[src/rtl/vmp_argmax_reader_pkg.sv]
// Shared sizing, FSM encoding and lane helpers for the VMP score-bus arg-max reader.
// Scores are signed Q8.18; no rescaling is ever applied, FRAC_W only documents the format.
package vmp_argmax_reader_pkg;

    localparam int NUM_CLASSES = 10;
    localparam int SCORE_W     = 26;
    localparam int FRAC_W      = 18;
    localparam int IDX_W       = 4;

    typedef enum logic [1:0] {
        ST_IDLE = 2'd0,
        ST_SCAN = 2'd1,
        ST_DONE = 2'd2
    } state_t;

    typedef logic signed [SCORE_W-1:0]     score_t;
    typedef logic [NUM_CLASSES*SCORE_W-1:0] score_vec_t;
    typedef logic [IDX_W-1:0]               idx_t;
    typedef logic [SCORE_W:0]               margin_t;

    localparam score_t SCORE_MIN = {1'b1, {(SCORE_W-1){1'b0}}};

    function automatic score_t get_lane(input score_vec_t vec, input int k);
        return score_t'(vec[k*SCORE_W +: SCORE_W]);
    endfunction

endpackage

[src/rtl/vmp_argmax_reader_if.sv]
// Score-vector input handshake plus classification result handshake.
// slave = the reader, master = the side that supplies scores and accepts results.
interface vmp_argmax_reader_if;
    import vmp_argmax_reader_pkg::*;

    logic       in_valid;
    logic       in_ready;
    score_vec_t scores;
    logic       out_valid;
    logic       out_ready;
    idx_t       digit;
    score_t     max_score;
    margin_t    margin;

    modport slave (
        input  in_valid, scores, out_ready,
        output in_ready, out_valid, digit, max_score, margin
    );

    modport master (
        output in_valid, scores, out_ready,
        input  in_ready, out_valid, digit, max_score, margin
    );
endinterface

[src/rtl/vmp_argmax_reader_max2_update.sv]
// Purpose: one step of a running best/second-best search over signed lanes.
// Latency: combinational.
// Backpressure: none; the caller decides when to register the results.
module vmp_argmax_reader_max2_update
    import vmp_argmax_reader_pkg::*;
(
    input  score_t lane,
    input  score_t best,
    input  score_t second,
    input  idx_t   idx,
    input  idx_t   cnt,
    input  logic   first,
    output score_t nxt_best,
    output score_t nxt_second,
    output idx_t   nxt_idx
);

    always_comb begin
        nxt_best   = best;
        nxt_second = second;
        nxt_idx    = idx;
        if (first) begin
            nxt_best   = lane;
            nxt_second = SCORE_MIN;
            nxt_idx    = '0;
        end else if (lane > best) begin
            nxt_best   = lane;
            nxt_second = best;
            nxt_idx    = cnt;
        end else if (lane > second) begin
            // strict compare keeps the lowest index on ties; the tie lands in second
            nxt_second = lane;
        end
    end

endmodule

[src/rtl/vmp_argmax_reader.sv]
// Purpose: capture one score vector, scan lanes serially, report arg-max, max score and margin.
// Latency: out_valid rises NUM_CLASSES clocks after the accepting edge.
// Backpressure: result held while out_ready is low; in_ready only in IDLE, one vector per NUM_CLASSES+2 clocks.
module vmp_argmax_reader
    import vmp_argmax_reader_pkg::*;
(
    input  logic                clk,
    input  logic                GlobalReset,
    vmp_argmax_reader_if.slave  bus
);

    state_t  state_q, state_nxt;
    idx_t    cnt_q;
    score_t  buf_q [NUM_CLASSES];
    score_t  best_q, second_q;
    idx_t    idx_q;
    idx_t    digit_q;
    score_t  max_q;
    margin_t margin_q;

    logic    in_ready_c;
    logic    capture;
    logic    scan_en;
    logic    last_lane;

    score_t  nxt_best, nxt_second;
    idx_t    nxt_idx;
    margin_t margin_nxt;

    assign last_lane = (cnt_q == idx_t'(NUM_CLASSES-1));

    always_ff @(posedge clk or negedge GlobalReset) begin
        if (!GlobalReset) state_q <= ST_IDLE;
        else              state_q <= state_nxt;
    end

    always_comb begin
        state_nxt  = state_q;
        in_ready_c = 1'b0;
        capture    = 1'b0;
        scan_en    = 1'b0;
        unique case (state_q)
            ST_IDLE: begin
                in_ready_c = 1'b1;
                if (bus.in_valid) begin
                    capture   = 1'b1;
                    state_nxt = ST_SCAN;
                end
            end
            ST_SCAN: begin
                scan_en = 1'b1;
                if (last_lane) state_nxt = ST_DONE;
            end
            ST_DONE: begin
                if (bus.out_ready) state_nxt = ST_IDLE;
            end
            default: state_nxt = ST_IDLE;
        endcase
    end

    vmp_argmax_reader_max2_update u_max2 (
        .lane       (buf_q[cnt_q]),
        .best       (best_q),
        .second     (second_q),
        .idx        (idx_q),
        .cnt        (cnt_q),
        .first      (cnt_q == '0),
        .nxt_best   (nxt_best),
        .nxt_second (nxt_second),
        .nxt_idx    (nxt_idx)
    );

    // sign-extend both operands so the full best-to-second span fits without wrap
    assign margin_nxt = {nxt_best[SCORE_W-1], nxt_best} - {nxt_second[SCORE_W-1], nxt_second};

    always_ff @(posedge clk or negedge GlobalReset) begin
        if (!GlobalReset) begin
            cnt_q    <= '0;
            best_q   <= '0;
            second_q <= '0;
            idx_q    <= '0;
            digit_q  <= '0;
            max_q    <= '0;
            margin_q <= '0;
            for (int k = 0; k < NUM_CLASSES; k++) buf_q[k] <= '0;
        end else begin
            if (capture) begin
                cnt_q <= '0;
                for (int k = 0; k < NUM_CLASSES; k++) buf_q[k] <= get_lane(bus.scores, k);
            end
            if (scan_en) begin
                cnt_q    <= cnt_q + idx_t'(1);
                best_q   <= nxt_best;
                second_q <= nxt_second;
                idx_q    <= nxt_idx;
                if (last_lane) begin
                    digit_q  <= nxt_idx;
                    max_q    <= nxt_best;
                    margin_q <= margin_nxt;
                end
            end
        end
    end

    assign bus.in_ready  = in_ready_c;
    assign bus.out_valid = (state_q == ST_DONE);
    assign bus.digit     = digit_q;
    assign bus.max_score = max_q;
    assign bus.margin    = margin_q;

endmodule

[src/flat_wrapper.sv]
// flat-port wrapper written by rule: the top's interface ports become plain ports
module vmp_argmax_reader_flat import vmp_argmax_reader_pkg::*;
  (clk, GlobalReset, bus_in_valid, bus_scores, bus_out_ready, bus_in_ready, bus_out_valid, bus_digit, bus_max_score, bus_margin);
  vmp_argmax_reader_if bus_i ();
  input  logic clk;
  input  logic GlobalReset;
  input wire logic [$bits(bus_i.in_valid)-1:0] bus_in_valid;
  input wire logic [$bits(bus_i.scores)-1:0] bus_scores;
  input wire logic [$bits(bus_i.out_ready)-1:0] bus_out_ready;
  output wire logic [$bits(bus_i.in_ready)-1:0] bus_in_ready;
  output wire logic [$bits(bus_i.out_valid)-1:0] bus_out_valid;
  output wire logic [$bits(bus_i.digit)-1:0] bus_digit;
  output wire logic [$bits(bus_i.max_score)-1:0] bus_max_score;
  output wire logic [$bits(bus_i.margin)-1:0] bus_margin;
  assign bus_i.in_valid = bus_in_valid;
  assign bus_i.scores = bus_scores;
  assign bus_i.out_ready = bus_out_ready;
  assign bus_in_ready = bus_i.in_ready;
  assign bus_out_valid = bus_i.out_valid;
  assign bus_digit = bus_i.digit;
  assign bus_max_score = bus_i.max_score;
  assign bus_margin = bus_i.margin;
  vmp_argmax_reader u_core (.clk(clk), .GlobalReset(GlobalReset), .bus(bus_i));
endmodule
[config.mk]
export PLATFORM = sky130hd
export DESIGN_NAME = vmp_argmax_reader_flat
export DESIGN_NICKNAME = d
export VERILOG_FILES = /design/src/rtl/vmp_argmax_reader_pkg.sv /design/src/rtl/vmp_argmax_reader_if.sv /design/src/rtl/vmp_argmax_reader_max2_update.sv /design/src/rtl/vmp_argmax_reader.sv /design/src/flat_wrapper.sv
export SDC_FILE = /design/constraint.sdc
export NUM_CORES = 1
export LEC_CHECK = 0
export BUFFER_PORTS_ARGS = -buffer_cell sky130_fd_sc_hd__buf_4
export CORE_AREA = 2 2 241 243
export CTS_BUF_LIST = sky130_fd_sc_hd__clkbuf_16
export DETAILED_ROUTE_END_ITERATION = 6
export DIE_AREA = 0 0 243 245
export SETUP_SLACK_MARGIN = 0.2
export SLEW_MARGIN = 20
export SYNTH_ARGS = -nofsm -noshare
export SYNTH_HDL_FRONTEND = slang
export SYNTH_SLANG_ARGS = --single-unit
[constraint.sdc]
create_clock -name clk -period 7.7 [get_ports clk]
set_input_delay 1.54 -clock clk [delete_from_list [all_inputs] [get_ports clk]]
set_output_delay 1.54 -clock clk [all_outputs]
set_load 0.05 [all_outputs]
Yosys cells after proc, flatten, opt, wreduce, memory -nomap -nowiden:

Cells that the tools add are included.

* input port bits: 264
* flip-flop bits (word level): 379

* multiplexer cells: 20
* equal/unequal tests: 6
* bitwise operators: 1
* magnitude comparators: 3
* $add $sub $neg: 2
* reduce and logical (&&, ||, !) cells: 5

Operators by type and width (number)
* 26-bit two-way mux: 7
* 26-bit binary-select mux with 4-bit select: 1
* 26-bit > comparator: 2
* 26-bit by 26-bit subtractor with 27-bit output: 1
* 4-bit two-way mux: 4
* 2-bit two-way mux: 3
* 2-bit one-hot mux with 3 select lines: 1
* 5-bit >= comparator (second input constant): 1
* 4-bit inverter with 5-bit output: 1
* 4-bit by 1-bit adder with 4-bit output (second input constant): 1
* 4-bit equality test (second input constant): 1
* 4-bit logical NOT: 1
* 1-bit two-way mux: 4
* 2-bit inequality test (second input constant): 2
* 3-bit AND reduction: 1
* 2-bit by 1-bit equality test with 1-bit output (second input constant): 1
* 2-bit equality test (second input constant): 1
* 2-bit logical NOT: 1
* 2-bit by 1-bit inequality test with 1-bit output (second input constant): 1
* 2-bit AND reduction: 1
* 2-bit nonzero test: 1

Depth between registers and ports, before layout:

* depth after elaboration: 9
* mapped depth: 28
* gate-level depth less buffers: 24

Hierarchy:

A second synthesis with hierarchy kept.

* cells, all modules: 2267
* area total of the unflattened synthesis: 20024.2 sq um

By module, submodules not included
* vmp_argmax_reader: seq. area each 9484.1 sq um, instances 1, cells each 1947, area each 17613.1 sq um
* vmp_argmax_reader_max2_update: seq. area each 0.0 sq um, instances 1, cells each 320, area each 2411.1 sq um

Worst setup path before layout:

OpenSTA, ideal clock, no wires.

* path kind: flip-flop to flip-flop
* from: register u_core.cnt_q[0]
* to: register u_core.margin_q[20], in the netlist u_core.bus.margin[20]
* data required time: 7.567 ns
* path buffers: 5
* setup time: 0.133 ns
* path slack: 1.143 ns
* stages on the path, launching flop included: 28
* data arrival time: 6.424 ns
* period minus slack after synthesis: 6.557 ns
* path through: dfrtp_1 > buf_1 > clkbuf_1 > mux2_2 > a221oi_1 > a21oi_1 > ha_1 > a21o_1 > a21o_1 > a221o_1 > a211oi_1 > a21oi_1 > or2_1 > buf_2 > buf_2 > buf_1 > o22ai_1 > ha_1 > inv_1 > fa_1 > a21o_1 > a311o_1 > a31oi_1 > o21ai_1 > a211o_1 > a21oi_1 > xor2_1 > o21ai_0

* longest elaborated chain between the ends: 9
* elaborated cells on any way between the ends: 15
* those cells by class: 1 x add/sub; 2 x order compare; 1 x eq/ne; 8 x mux; 1 x bitwise; 2 x reduce/logical

Ends and longest elaborated chain
* start, declared: RTL line vmp_argmax_reader.sv:13 `idx_t cnt_q;`
* start signal, assigned: RTL line vmp_argmax_reader.sv:92 `cnt_q <= cnt_q + idx_t'(1);`
* 4-bit inverter with 5-bit output (implied by the code): RTL line vmp_argmax_reader.sv:62 `.lane (buf_q[cnt_q]),`
* 26-bit binary-select mux with 4-bit select: RTL line vmp_argmax_reader.sv:62
* 26-bit two-way mux (implied by the code) (2 in series): RTL line vmp_argmax_reader.sv:62
* 26-bit > comparator: RTL line vmp_argmax_reader_max2_update.sv:30 `end else if (lane > second) begin`
* 26-bit two-way mux: RTL line vmp_argmax_reader_max2_update.sv:30
* 26-bit two-way mux: RTL line vmp_argmax_reader_max2_update.sv:26 `end else if (lane > best) begin`
* 26-bit two-way mux (*): RTL line vmp_argmax_reader_max2_update.sv:22 `if (first) begin`
* via u_core.nxt_second[0]: RTL line vmp_argmax_reader.sv:26 `score_t nxt_best, nxt_second;`
* 26-bit by 26-bit subtractor with 27-bit output (*): RTL line vmp_argmax_reader.sv:74 `assign margin_nxt = {nxt_best[SCORE_W-1], nxt_best} - {nxt_second[SCORE_W-1], nxt_second};`
* end signal, assigned: RTL line vmp_argmax_reader.sv:99 `margin_q <= margin_nxt;`
* end, declared: RTL line vmp_argmax_reader.sv:19 `margin_t margin_q;`

The timed path passes the listed nets; every way through them passes the cells marked *. The select of a mux whose other input is x is not followed.
A chain may end at the register's enable or synchronous reset.

Final worst setup path:

* from: register u_core.cnt_q[0]
* to: register u_core.margin_q[26], in the netlist u_core.bus.margin[26]

* elaborated cells on any way between the ends: 15
* those cells by class: 1 x add/sub; 2 x order compare; 1 x eq/ne; 8 x mux; 1 x bitwise; 2 x reduce/logical

RTL lines (RTL line)
* 4-bit inverter with 5-bit output (implied by the code): vmp_argmax_reader.sv:62
* 26-bit binary-select mux with 4-bit select: vmp_argmax_reader.sv:62
* 26-bit two-way mux (implied by the code) (2 in series): vmp_argmax_reader.sv:62
* 26-bit > comparator: vmp_argmax_reader_max2_update.sv:26
* 26-bit two-way mux: vmp_argmax_reader_max2_update.sv:26
* 26-bit two-way mux (*): vmp_argmax_reader_max2_update.sv:22
* via u_core.nxt_best[6]: vmp_argmax_reader.sv:26
* 26-bit by 26-bit subtractor with 27-bit output (*): vmp_argmax_reader.sv:74

Marks and branches as above.

==> key figures <==
Outcome
  – Outcome: completed

Worst setup path
  – Slowest cell delay on critical path: between 0.5 and 0.6 ns
  – Most frequent cell on the critical path: buf_4
  – Crit-path max FO: 9
  – Data arrival at the endpoint of the critical path: between 7 and 8 ns
  – Slowest cell on the critical path: mux4_2
  – Cell Chain, Critical Path: buf_4 -> mux4_2 -> a221oi_1 -> a21oi_1 -> ha_1 -> nand4_1 -> nor4_2 -> nor3b_2 -> a211oi_1 -> a41o_1 -> o21ai_4 -> buf_4 -> mux2_2 -> ha_1 -> or3_1 -> a311o_1 -> a31oi_1 -> buf_4 -> o21ai_1 -> a311oi_1 -> nand2b_1 -> a31oi_1 -> o21ai_1
  – Class of the most critical setup path: reg2reg
  – Category of the worst setup path launch point: register
  – Critical Path Sink Type: register
  – Endpoint required time on the critical path: around 8 ns

Yosys
  – Post-synth net total: around 2.5k
  – Number of warnings reported in the yosys synthesis log: 0
  – Number of register bits inferred by synthesis: between 300 and 400
  – Mean area per synthesized cell: between 9 and 10 um2
  – Number of synthesized flops with an enable pin: 0
  – Number of library cell types mapped by synthesis: 63
  – Share of synthesized flip-flops with an asynchronous set or reset: between 90% and 100%
  – Share of synthesized area occupied by flip-flops and latches: ~48%
  – Commonest register cell after synthesis: dfrtp_1
  – Netlist Area Pre-Place: 19,800 um2
  – Cells after synthesis: about 2.1k

Place
  – Port Buf Inserts: 322
  – Gp weighted congestion: ~0.91
  – HPWL after detailed placement: about 47 mm

Timing
  – Shortest clock period the worst path allows after layout: 7.00 ns
  – Number of pins with negative max-slew slack in the final report: 0
  – Part of the cycle the worst path needs: between 90% and 100%
  – Setup tns final: 0 ns
  – Slew Limit Headroom: 38.4%
  – Hold Vio Cnt, Final: 0
  – Actual transition at the worst max-transition pin: ~0.92 ns
  – Max Fclk: between 0.1 and 0.15 GHz
  – Number of setup violations in the final report: 0
  – Clock skew after layout: 0.0431 ns
  – Setup repair after global routing missed its margin: no

Die
  – Starting utilization of the core area: between 30% and 40%
  – Floorplan die area: between 50,000 and 60,000 um2
  – Num rows: 88
  – Width of the chip: between 200 and 250 um
  – Die extent in y: about 250 um
  – Ports: between 300 and 400
  – Std-Cell Core Area: between 50,000 and 60,000 um2

Clock tree
  – Worst-Skew Late Latency: around 0.6 ns
  – CTS tree: done
  – Num CTS Buffers: 45
  – Number of sinks driven by the clock tree: 379
  – CTS clk-pin slew, worst paths: ~0.060 ns
  – H-tree depth: 2
  – Count of hold buffers inserted by post-cts repair: 0
  – Root buffer cell: clkbuf_16
  – Clock Tree Buf Depth: 3

Detailed routing
  – Violation count after the first detailed-routing iteration: approximately 1.5k
  – Initial DRT Pass Iterations: 7
  – Post-route DRC: 0
  – Via count of the routed design: between 15k and 20k
  – Total Wirelength: 65.8 mm
  – Average wire length per cell after detail routing: 20.2 um
  – Vias per inst: 5.16
  – DRT antenna net count: 0

Cells and area
  – Relative area change from synthesis to final layout: 25.9%
  – Diode count: 0
  – NumNets Final: around 2.8k
  – Fraction of final layout cells with drive strength greater than 1: 24.9%

Global routing
  – Overall routing resource usage: about 22%
  – Largest net degree at the start of global routing: 264
  – Initial antenna violation count: 0
  – Gr ovfl total: 0
  – Wire length of the first global-routing pass: 101 mm
  – Vias in the first global route: between 15k and 20k

Hold path
  – Hold WC Path Type: reg2reg

Job
  – Max Cap Viol: 0
==> cells in the final DEF, fill, tap and decap left out, types with 45 or more instances in the layout <==
master     instances
a21oi_1           57
buf_4            396
clkbuf_16         45
dfrtp_1          376
ha_1              81
inv_1             81
mux2_2            77
mux4_2            52
nand2_1          884
o21ai_0           68
==> registers in the layout, indices dropped and copies added (netlist names) <==
name                  cells
u_core.second_q          26
u_core.buf_q            260
u_core.bus.max_score     26
u_core.best_q            26
u_core.bus.digit          4
u_core.bus.margin        27
u_core.state_q            2
u_core.idx_q              4
u_core.cnt_q              4
==> cells in the mapped netlist, types with 2 or more instances <==
cell type	n	area share, %
a22o_1	6	0.27
a221o_1	27	1.4
a31oi_1	8	0.25
and2_1	3	0.095
a221oi_1	26	1.2
a21o_1	15	0.57
o21ai_2	2	0.089
o21a_1	3	0.11
o211ai_1	2	0.076
nand4_1	11	0.35
xnor2_1	11	0.49
nor3_1	31	0.78
or3_1	5	0.16
buf_1	13	0.25
xor2_1	10	0.44
o21ai_0	68	1.7
nor2b_1	5	0.16
nand2b_1	4	0.13
mux2i_1	31	1.6
a311o_1	2	0.10
nor2_1	23	0.44
o21ai_1	2	0.051
inv_1	71	1.3
a21oi_1	58	1.5
dfrtp_1	379	48
buf_6	3	0.17
ha_1	81	5.1
mux2_2	77	4.4
nand2_1	885	17
and4_1	3	0.13
o31ai_1	6	0.23
nand3_1	34	0.86
and3_1	5	0.16
a211oi_1	7	0.27
a21boi_0	2	0.076
o22a_1	24	1.1
mux4_2	52	5.9
buf_2	19	0.48
clkbuf_1	95	1.8
o21bai_1	4	0.15
==> logic make-up after synthesis <==
kind of cell,after synthesis,synth area share (%)
DFF,379,47.9
buffers and inverters,203,4.10
and+or+nand+nor,1017,20.4
muxes,160,11.9
AOI/OAI and AO/OA,274,9.56
adders and majority gates,82,5.22
xor gates and xnor gates,21,0.929
==> critical path: cells and delay by family, from the launching register on <==
family | cells | cell delay [ns]
flip-flops | 1 | 0.52
buffers and inverters | 3 | 0.59
AO/OA/AOI/OAI | 11 | 2.92
multiplexers | 2 | 0.93
adder cells (fa/ha/maj) | 2 | 0.62
AND/OR/NAND/NOR | 5 | 1.29
==> per-stage QoR <==
step           cells  hold WS [ns]  worst slack, ns  instance area [um2]  util (%)
3_3_place_gp    3170         0.452            0.449                23400      41.0
3_5_place_dp    3170         0.457            0.326                23400      41.0
2_1_floorplan   2136         0.440             1.14                19800         -
4_1_cts         3253         0.475            0.336                24800      43.5
5_1_grt         3262         0.490            0.289                24900      43.7
6_report        3262         0.469            0.705                24900      43.7
==> layer usage <==
metal / global-route usage (%) / up-vias / share of wire, %
met5: 0 / - / 0
met4: 8.52 / 0 / 3.6
met3: 3.18 / 121 / 6.0
met2: 34.6 / 549 / 46
met1: 30.4 / 8262 / 44
li1: - / 7893 / -
==> path summary, 6_finish.rpt <==
kind	startpoint	end	slack (ns)	cells past startpoint
worst max-delay path	u_core.cnt_q[0]$_DFFE_PN0P_	u_core.bus.margin[26]$_DFFE_PN0P_	0.70	23
worst min-delay path	u_core.buf_q[19]$_DFFE_PN0P_	u_core.buf_q[19]$_DFFE_PN0P_	0.47	2
worst max register to register	u_core.cnt_q[0]$_DFFE_PN0P_	u_core.bus.margin[26]$_DFFE_PN0P_	0.70	23
min in group asynchronous	GlobalReset	u_core.buf_q[32]$_DFFE_PN0P_	0.96	1
max in group asynchronous	GlobalReset	u_core.cnt_q[2]$_DFFE_PN0P_	5.30	2
worst min register to register	u_core.buf_q[19]$_DFFE_PN0P_	u_core.buf_q[19]$_DFFE_PN0P_	0.47	2
==> what timing repair did <==
action | 4_1_cts | 5_1_grt
resized for setup | 0 | 3
setup endpoints to repair | 0 | 10
buffers inserted | 0 | 8
==> cell type report <==
type                            count  area (um2)
Multi-Input combinational cell   1554        9560
Inverter                           72         270
Sequential cell                   379        9490
Clock buffer                       45        1130
Tap cell                          765         957
Timing Repair Buffer              409        3220
Fill cell                        5601       32100
Clock inverter                     38         294
Power is not shown: default switching activity piles up to over one toggle a cycle in this logic, so the estimate is an artifact.
